$ cat config.mk
export PLATFORM = sky130hd
export DESIGN_NAME = binary_to_bcd_serial
export DESIGN_NICKNAME = d
export VERILOG_FILES = /design/src/rtl/binary_to_bcd_pkg.sv /design/src/rtl/bcd_digit_adjust.sv /design/src/rtl/binary_to_bcd_serial.sv
export SDC_FILE = /design/constraint.sdc
export NUM_CORES = 1
export LEC_CHECK = 0
export ABC_CLOCK_PERIOD_IN_PS = 3200
export BUFFER_PORTS_ARGS = -buffer_cell sky130_fd_sc_hd__buf_2
export CAP_MARGIN = 20
export CORE_AREA = 2 2 60 77
export CTS_CLUSTER_SIZE = 16
export DETAILED_ROUTE_END_ITERATION = 10
export DIE_AREA = 0 0 62 79
export PLACE_DENSITY_LB_ADDON = 0.12
export SLEW_MARGIN = 0
export SYNTH_ARGS = -nofsm -noshare
export SYNTH_HDL_FRONTEND = slang
export SYNTH_SLANG_ARGS = --single-unit
$ cat constraint.sdc
create_clock -name clk -period 3.2 [get_ports clk]
set_input_delay 0.48 -clock clk [delete_from_list [all_inputs] [get_ports clk]]
set_output_delay 0.48 -clock clk [all_outputs]
set_load 0.03 [all_outputs]
$ cat src/rtl/binary_to_bcd_pkg.sv
// Shared definitions for the serial binary-to-BCD converter: the FSM state
// encoding and a helper that sizes the BCD result for a given binary width.
package binary_to_bcd_pkg;

  typedef enum logic [1:0] {
    IDLE    = 2'd0,
    CONVERT = 2'd1,
    DONE    = 2'd2
  } state_t;

  // Smallest number of decimal digits that can hold 2^width - 1 without loss.
  function automatic int min_digits(input int width);
    logic [63:0] max_value;
    int          digits;
    max_value = (64'd1 << width) - 64'd1;
    digits    = 1;
    for (int i = 0; i < 20; i++) begin
      if (max_value >= 64'd10) begin
        max_value = max_value / 64'd10;
        digits    = digits + 1;
      end
    end
    return digits;
  endfunction

endpackage

$ cat src/rtl/bcd_digit_adjust.sv
// Double-dabble correction for one BCD digit: a digit of 5 or more gets 3
// added so that the following left shift carries correctly into the next digit.
module bcd_digit_adjust (
  input  logic [3:0] digit_in,
  output logic [3:0] digit_out
);

  // Add 3 to any digit that would reach 10 or more after doubling.
  always_comb begin
    digit_out = (digit_in >= 4'd5) ? digit_in + 4'd3 : digit_in;
  end

endmodule

$ cat src/rtl/binary_to_bcd_serial.sv
// Serial binary-to-BCD converter using the shift-and-add-3 (double dabble)
// algorithm, one bit per clock, with valid/ready handshakes on both sides.
module binary_to_bcd_serial
  import binary_to_bcd_pkg::*;
#(
  parameter int WIDTH  = 8,
  parameter int DIGITS = 3
) (
  input  logic                  clk,
  input  logic                  rst,
  input  logic                  in_valid,
  output logic                  in_ready,
  input  logic [WIDTH-1:0]      in_binary,
  output logic                  out_valid,
  input  logic                  out_ready,
  output logic [4*DIGITS-1:0]   out_bcd,
  output logic                  out_overflow
);

  localparam int BCD_W = 4 * DIGITS;
  localparam int CNT_W = $clog2(WIDTH + 1);
  // When the digit count covers every possible operand, the top adjusted bit
  // can never be set, so the overflow detector is left out entirely.
  localparam bit FITS = (DIGITS >= min_digits(WIDTH));

  state_t             state;
  logic [WIDTH-1:0]   operand;
  logic [BCD_W-1:0]   bcd;
  logic [BCD_W-1:0]   adjusted;
  logic [CNT_W-1:0]   count;
  logic               overflow;

  // One add-3 corrector per digit, all working on the current accumulator.
  for (genvar d = 0; d < DIGITS; d++) begin : g_adjust
    bcd_digit_adjust u_adjust (
      .digit_in  (bcd[4*d +: 4]),
      .digit_out (adjusted[4*d +: 4])
    );
  end

  assign out_bcd      = bcd;
  assign out_overflow = overflow;

  // Control FSM and datapath: capture, shift WIDTH times, then hold the result
  // until the consumer takes it. The final CONVERT cycle (count == 0) only
  // hands over to DONE, which gives WIDTH+1 edges from acceptance to out_valid.
  always_ff @(posedge clk or posedge rst) begin
    if (rst) begin
      state     <= IDLE;
      in_ready  <= 1'b1;
      out_valid <= 1'b0;
      operand   <= '0;
      bcd       <= '0;
      overflow  <= 1'b0;
      count     <= '0;
    end else begin
      case (state)
        IDLE: begin
          if (in_valid) begin
            operand  <= in_binary;
            bcd      <= '0;
            overflow <= 1'b0;
            count    <= CNT_W'(WIDTH);
            in_ready <= 1'b0;
            state    <= CONVERT;
          end
        end
        CONVERT: begin
          if (count == '0) begin
            out_valid <= 1'b1;
            state     <= DONE;
          end else begin
            bcd     <= {adjusted[BCD_W-2:0], operand[WIDTH-1]};
            operand <= operand << 1;
            count   <= count - 1'b1;
            if (!FITS && adjusted[BCD_W-1]) begin
              overflow <= 1'b1;
            end
          end
        end
        DONE: begin
          if (out_ready) begin
            out_valid <= 1'b0;
            in_ready  <= 1'b1;
            state     <= IDLE;
          end
        end
        default: begin
          out_valid <= 1'b0;
          in_ready  <= 1'b1;
          state     <= IDLE;
        end
      endcase
    end
  end

endmodule
==> results of run 1 <==
Yosys cell counts:
| master | number | area (sq um) |
|---|---|---|
| a211o_1 | 1 | 8.76 |
| a21oi_1 | 5 | 25.0 |
| a222oi_1 | 4 | 40.0 |
| a22o_1 | 3 | 26.3 |
| and2_1 | 1 | 6.26 |
| and2b_2 | 1 | 8.76 |
| buf_2 | 3 | 15.0 |
| buf_4 | 2 | 15.0 |
| clkbuf_1 | 1 | 3.75 |
| clkinv_1 | 1 | 3.75 |
| conb_1 | 1 | 3.75 |
| dfrtp_1 | 27 | 676 |
| dfstp_2 | 1 | 26.3 |
| ha_1 | 8 | 100 |
| inv_1 | 14 | 52.6 |
| mux2i_1 | 8 | 80.1 |
| nand2_1 | 14 | 52.6 |
| nand2_2 | 1 | 6.26 |
| nand2b_1 | 5 | 31.3 |
| nand3_1 | 4 | 20.0 |
| nor2_1 | 8 | 30.0 |
| nor3b_2 | 1 | 12.5 |
| o211ai_1 | 3 | 22.5 |
| o21ai_0 | 9 | 45.0 |
| o22ai_1 | 5 | 31.3 |
| o32ai_1 | 2 | 17.5 |
| or3b_2 | 1 | 8.76 |
| or4_1 | 1 | 7.51 |
| xnor2_1 | 3 | 26.3 |
| xor2_1 | 2 | 17.5 |
power by group:
part / leakage, nW / internal, mW / switching (mW)
Clock: 0.0228 / 0.0894 / 0.114
Sequential: 0.350 / 0.512 / 0.128
Combinational: 0.477 / 0.349 / 0.560
stage by stage:
step	power (mW)	utilization [%]	instance area, sq um
6_report	1.75	39.2	1660
5_1_grt	1.91	39.2	1660
4_1_cts	1.77	39.2	1660
3_5_place_dp	1.57	38.2	1610
3_3_place_gp	1.55	37.5	1580
2_1_floorplan	1.35	-	1420
routing by layer:
| layer | wire [um] | vias up | share of wire (%) | GRT usage [%] |
|---|---|---|---|---|
| met5 | 0 | - | 0 | 0 |
| met4 | 37 | 0 | 1.3 | 4.47 |
| met3 | 77 | 4 | 2.7 | 1.95 |
| met2 | 1450 | 18 | 50 | 22.7 |
| met1 | 1340 | 526 | 46 | 17.6 |
| li1 | - | 534 | - | - |
final timing paths:
check	from	to	slack [ps]	cells after the start
max	count[0]	out_bcd[5]	1170	6
min	rst	out_bcd[4]	170	2
max reg2reg	count[0]	out_bcd[5]	1170	6
min reg2reg	in_ready	in_ready	470	2
max in group asynchronous	rst	in_ready	2500	3
min in group clk	in_binary[0]	operand[0]	390	3
layout make-up:
class / count / area [sq um]
Clock buffer: 4 / 45.0
Fill cell: 450 / 2570
Tap cell: 58 / 72.6
Timing Repair Buffer: 26 / 153
Sequential cell: 28 / 702
Multi-Input combinational cell: 91 / 628
Inverter: 15 / 56.3
kinds of logic (layout without fill, tap and decap cells):
| logic type | count (synthesis) | count (layout) | share of synthesized area (%) |
|---|---|---|---|
| other cells | 1 | 1 | 0.264 |
| compound gates | 32 | 32 | 15.2 |
| fa+ha+maj | 8 | 8 | 7.05 |
| buf+inv | 21 | 45 | 6.34 |
| simple gates | 37 | 37 | 13.0 |
| flops | 28 | 28 | 49.4 |
| mux | 8 | 8 | 5.64 |
| xor+xnor | 5 | 5 | 3.08 |
state kept, by name (all words and copies together), names as in the netlist:
| register | count |
|---|---|
| out_bcd | 12 |
| out_valid | 1 |
| state | 2 |
| operand | 8 |
| in_ready | 1 |
| count | 4 |
==> results_dict.tcl, run 1 <==
set metrics [dict create \
    drtAntennaViolNets 0 \
    ctsResizeCount 0 \
    start_util_pct 33.6 \
    slew_viol_final 0 \
    worstSetupPathType "reg -> reg" \
    clock_sinks 28 \
    io_buffers 25 \
    insertion_delay_ps 280 \
    layout_commonest_cell "dfrtp_1" \
    crit_family "compound AO/OA/AOI/OAI gates" \
    cp_max_fo 15 \
    drc 0 \
    die_area_sq_mm 0.00490 \
    final_cells 222 \
    syn_area_per_cell_sq_um 10.1 \
    cts_tree "yes" \
    worst-endpoint-required_ps 3400 \
    fp.dieH_um 79 \
    pin_count 27 \
    fp-row-count 27 \
    via_per_inst 4.87 \
    crit_buf_inv 2 \
    setup_ws_ps 1170 \
    rsz0062_at_grt "no" \
    ctsHtreeMaxLevel 1 \
    grt_pass1_vias 1090 \
    grt_usage_pct 13.7 \
    fin_crit_ps 2030 \
    critPathCaptureType "register" \
    maxCapViolCount 0 \
    dp_hpwl_mm 2.12 \
    status "finished, final reports clean" \
    grt_overflow 0 \
    post_cts_buffers 0 \
    clk_pin_slew_ps 100 \
    tightest_slew_ps 779 \
    fmax_mhz 492 \
    ys_types 30 \
    syn_area_sq_mm 0.00142 \
    ys_warn_count 0 \
    p_per_area_mw_per_mm2 1060 \
    areaGrowthSynthToFinish_pct 16.7 \
    cts_hold_buf 0 \
    wl_per_cell_um 13.1 \
    drive_gt1_share_pct 20.7 \
    cts.path.max_buffers 2 \
    drt_pre_antenna_iters 4 \
    grt_max_degree 23 \
    die_width_um 62 \
    cp-start-kind "register" \
    ir_drop_uv 491 \
    dp_cells 218 \
    place_congestion 0.790 \
    fin_crit_sh_pct 63.5 \
    vias 1082 \
    antenna_found_initial 0 \
    ys_ff_latch 28 \
    synth_nets 160 \
    hold_viol 0 \
    cts_inserted_buffers 3 \
    cp_slowest_stage_delay_ps 450 \
    ys_seq_area_share_pct 49.4 \
    finalClockSkew_ps 7.81 \
    p_leak_nw 0.850 \
    n_antenna_cell 0 \
    path_cells "inv_1, ha_1, nor3b_2, a211o_1, clkinv_1, o22ai_1" \
    crit_slowest_cell "a211o_1" \
    dpl_worst_slack_ps 1190 \
    wirelength_mm 2.90 \
    hp-class "in -> async" \
    core-area_sq_mm 0.00422 \
    root_buffer "clkbuf_8" \
    drtIter0Drc 53 \
    worstPathArrival_ps 2230 \
    worst_slew_margin_rel_pct 47.9 \
    setup_viol 0 \
    final_cell_mix "dfrtp_1, buf_2, inv_1, nand2_1, o21ai_0" \
    fin_nets 185 \
    tns_ps 0 \
    grt_pass1_wl_mm 5.02 \
    syn_inst 140 \
    hold_slack_ps 166 \
]
No activity file was read; power rests on OpenSTA's default activity.
==> inputs of run 2 (changes only) <==
- ABC_AREA: unset -> 1
- ABC_CLOCK_PERIOD_IN_PS: 3200 -> 1950
- CORE_AREA: 2 2 60 77 -> 2 2 64 81
- DIE_AREA: 0 0 62 79 -> 0 0 66 83
- clock period: 3.2 -> 1.95 ns (I/O delays scaled with it)
==> run 2 against run 1 <==
  * Wire length is 11% higher
  * Hold slack worse by 110 ps
  * Largest power group unchanged
  * Critical path type unchanged
  * First-iteration DRC count is 23% lower
==> results_dict.tcl, run 2 <==
set metrics [dict create \
    cts.path.max_buffers 2 \
    status "finished, final reports clean" \
    switching_share_pct 50.7 \
    ys_seq_area_share_pct 43.6 \
    synth_top_area_cell "dfrtp_1" \
    r2r_start "state[1]" \
    vias 1337 \
    areaGrowthSynthToFinish_pct 13.0 \
    final_cell_mix "nand2_1, inv_1, dfrtp_1" \
    place_congestion 0.730 \
    synth.top_cells.by_area "dfrtp_1, nand2_1, inv_1" \
    layout_commonest_cell "nand2_1" \
    rsz0062_at_grt "no" \
    worstSetupPathType "reg -> reg" \
    finalClockSkew_ps 4.78 \
    intPower_mw 1.65 \
    use_met3_pct 2.03 \
    rr_endpoint "out_bcd[6]" \
    synth_common_cells "nand2_1, inv_1, dfrtp_1, nand3_1, o21ai_1" \
    worst-endpoint-required_ps 2130 \
    switching_power_mw 1.70 \
    met2_usage_pct 21.7 \
    ys_warn_count 0 \
    p_per_area_mw_per_mm2 1840 \
    tns_ps 0 \
    grt_max_degree 29 \
    grt_pass1_vias 1305 \
    setup_viol 0 \
    seq_power_share_pct 31.5 \
    synth_most_common_cell "nand2_1" \
    drtAntennaViolNets 0 \
    ys_types 21 \
    busiest_layer "met2" \
    cts_hold_buf 0 \
    clk_pin_slew_ps 90 \
    wirelength_mm 3.24 \
    drive_gt1_share_pct 16.0 \
    die_width_um 66 \
    cts_inserted_buffers 3 \
    synthArstFlopShare_pct 100 \
    worstPathArrival_ps 1670 \
    core-area_sq_mm 0.00469 \
    post_cts_buffers 0 \
    largest_reg_flops 12 \
    fin_nets 264 \
    rr_worst_depth 8 \
    dp_hpwl_mm 2.36 \
    drtIter0Drc 41 \
    n_antenna_cell 0 \
    hold_viol 0 \
    antenna_found_initial 0 \
    pwr-share-clk_pct 9.8 \
    fp-row-count 28 \
    ys_ff_latch 28 \
    via_per_inst 4.41 \
    ir_drop_uv 699 \
    ys.flop_type "dfrtp_1" \
    p_comb_share_pct 58.7 \
    cts_tree "yes" \
    wl_per_cell_um 10.7 \
    pin_count 27 \
    slew_viol_final 0 \
    dpl_worst_slack_ps 425 \
    cp-start-kind "register" \
    fin_crit_ps 1490 \
    synth_edf_count 0 \
    synth_nets 238 \
    syn_area_sq_mm 0.00161 \
    hp-class "in -> async" \
    die_area_sq_mm 0.00548 \
    grt_usage_pct 12.9 \
    regToRegSetupSlack_ps 460 \
    maxCapViolCount 0 \
    critPathCaptureType "register" \
    drt_pre_antenna_iters 2 \
    insertion_delay_ps 280 \
    grt_use_met1_pct 15.7 \
    grt_overflow 0 \
    fin_crit_sh_pct 76.6 \
    fp.dieH_um 83 \
    grt_pass1_wl_mm 5.56 \
    ctsResizeCount 0 \
    syn_area_per_cell_sq_um 7.38 \
    io_buffers 25 \
    p_leak_nw 1.02 \
    netlist.area_leader.share_pct 42.0 \
    setup_ws_ps 457 \
    cp_max_fo 24 \
    syn_inst 218 \
    start_util_pct 34.3 \
    clock_sinks 28 \
    root_buffer "clkbuf_8" \
    fmax_mhz 670 \
    drc 0 \
    ctsHtreeMaxLevel 1 \
]
## run 2: cell types whose count changed in the layout (fill, tap and decap cells not counted), moves of 3 or more
cell      previous run  this run
nor2_1               8        11
inv_1               14        34
o21ai_1              0        13
a22o_1               3         0
o22ai_1              5         0
nand4_1              0         4
nand2b_1             5         0
o211ai_1             3         0
nand3_1              4        18
a222oi_1             4         0
mux2i_1              8         0
nand2_1             14        73
## run 2: power groups by stage
stage	logic (mW)	clock network, mW	registers [mW]
global placement	2.01	0	1.08
detailed placement	2.01	0	1.07
finish	1.97	0.328	1.05
CTS	2.02	0.348	1.06
global route	2.27	0.368	1.09
floorplan	1.43	0	1.26
## run 2: stage by stage
| stage | hold WS [ps] | total power [mW] | util, % | cell area, sq um | cells |
|---|---|---|---|---|---|
| 2_1_floorplan | 357 | 2.70 | - | 1610 | 218 |
| 3_3_place_gp | 383 | 3.09 | 37.8 | 1770 | 299 |
| 3_5_place_dp | 382 | 3.08 | 37.8 | 1770 | 299 |
| 4_1_cts | 69.8 | 3.43 | 38.7 | 1820 | 303 |
| 5_1_grt | 100 | 3.73 | 38.7 | 1820 | 303 |
| 6_report | 58.0 | 3.35 | 38.7 | 1820 | 303 |
## run 2: worst max-delay path by stage
stage | start | endpoint | cells past startpoint
global route | state[1] | out_bcd[6] | 8
CTS | state[1] | out_bcd[6] | 8
global placement | state[1] | out_bcd[5] | 8
detailed placement | state[1] | count[3] | 8
finish | state[1] | out_bcd[6] | 8
floorplan | out_bcd[0] | out_bcd[1] | 8
## run 2: area by class of cell
cell class / instances / area [sq um]
clock buffers: 4 / 45.0
fillers: 511 / 2880
inverters: 36 / 135
multi-input cells: 148 / 721
flip-flops and latches: 28 / 702
well taps: 60 / 75.1
repair buffers: 27 / 140
## run 2: routing by layer
layer | routed length [um] | share of wire (%)
met5 | 0 | 0
met4 | 71 | 2.2
met3 | 94 | 2.9
met2 | 1540 | 48
met1 | 1530 | 47
## run 2: kinds of logic after synthesis
family | Yosys count | synth area share [%]
flip-flops | 28 | 43.6
adder cells (fa/ha/maj) | 8 | 6.22
XOR/XNOR | 1 | 0.544
AO/OA/AOI/OAI | 26 | 8.09
buffers and inverters | 42 | 11.6
other | 1 | 0.233
AND/OR/NAND/NOR | 112 | 29.7
## run 2: critical path, cell delays in order, from the launching register on
cell,delay [ps]
dfrtp_1,380
inv_1,90
nand2_2,180
inv_2,140
nand2_4,80
nand2_4,220
inv_2,160
nand2_1,80
nand2_1,50
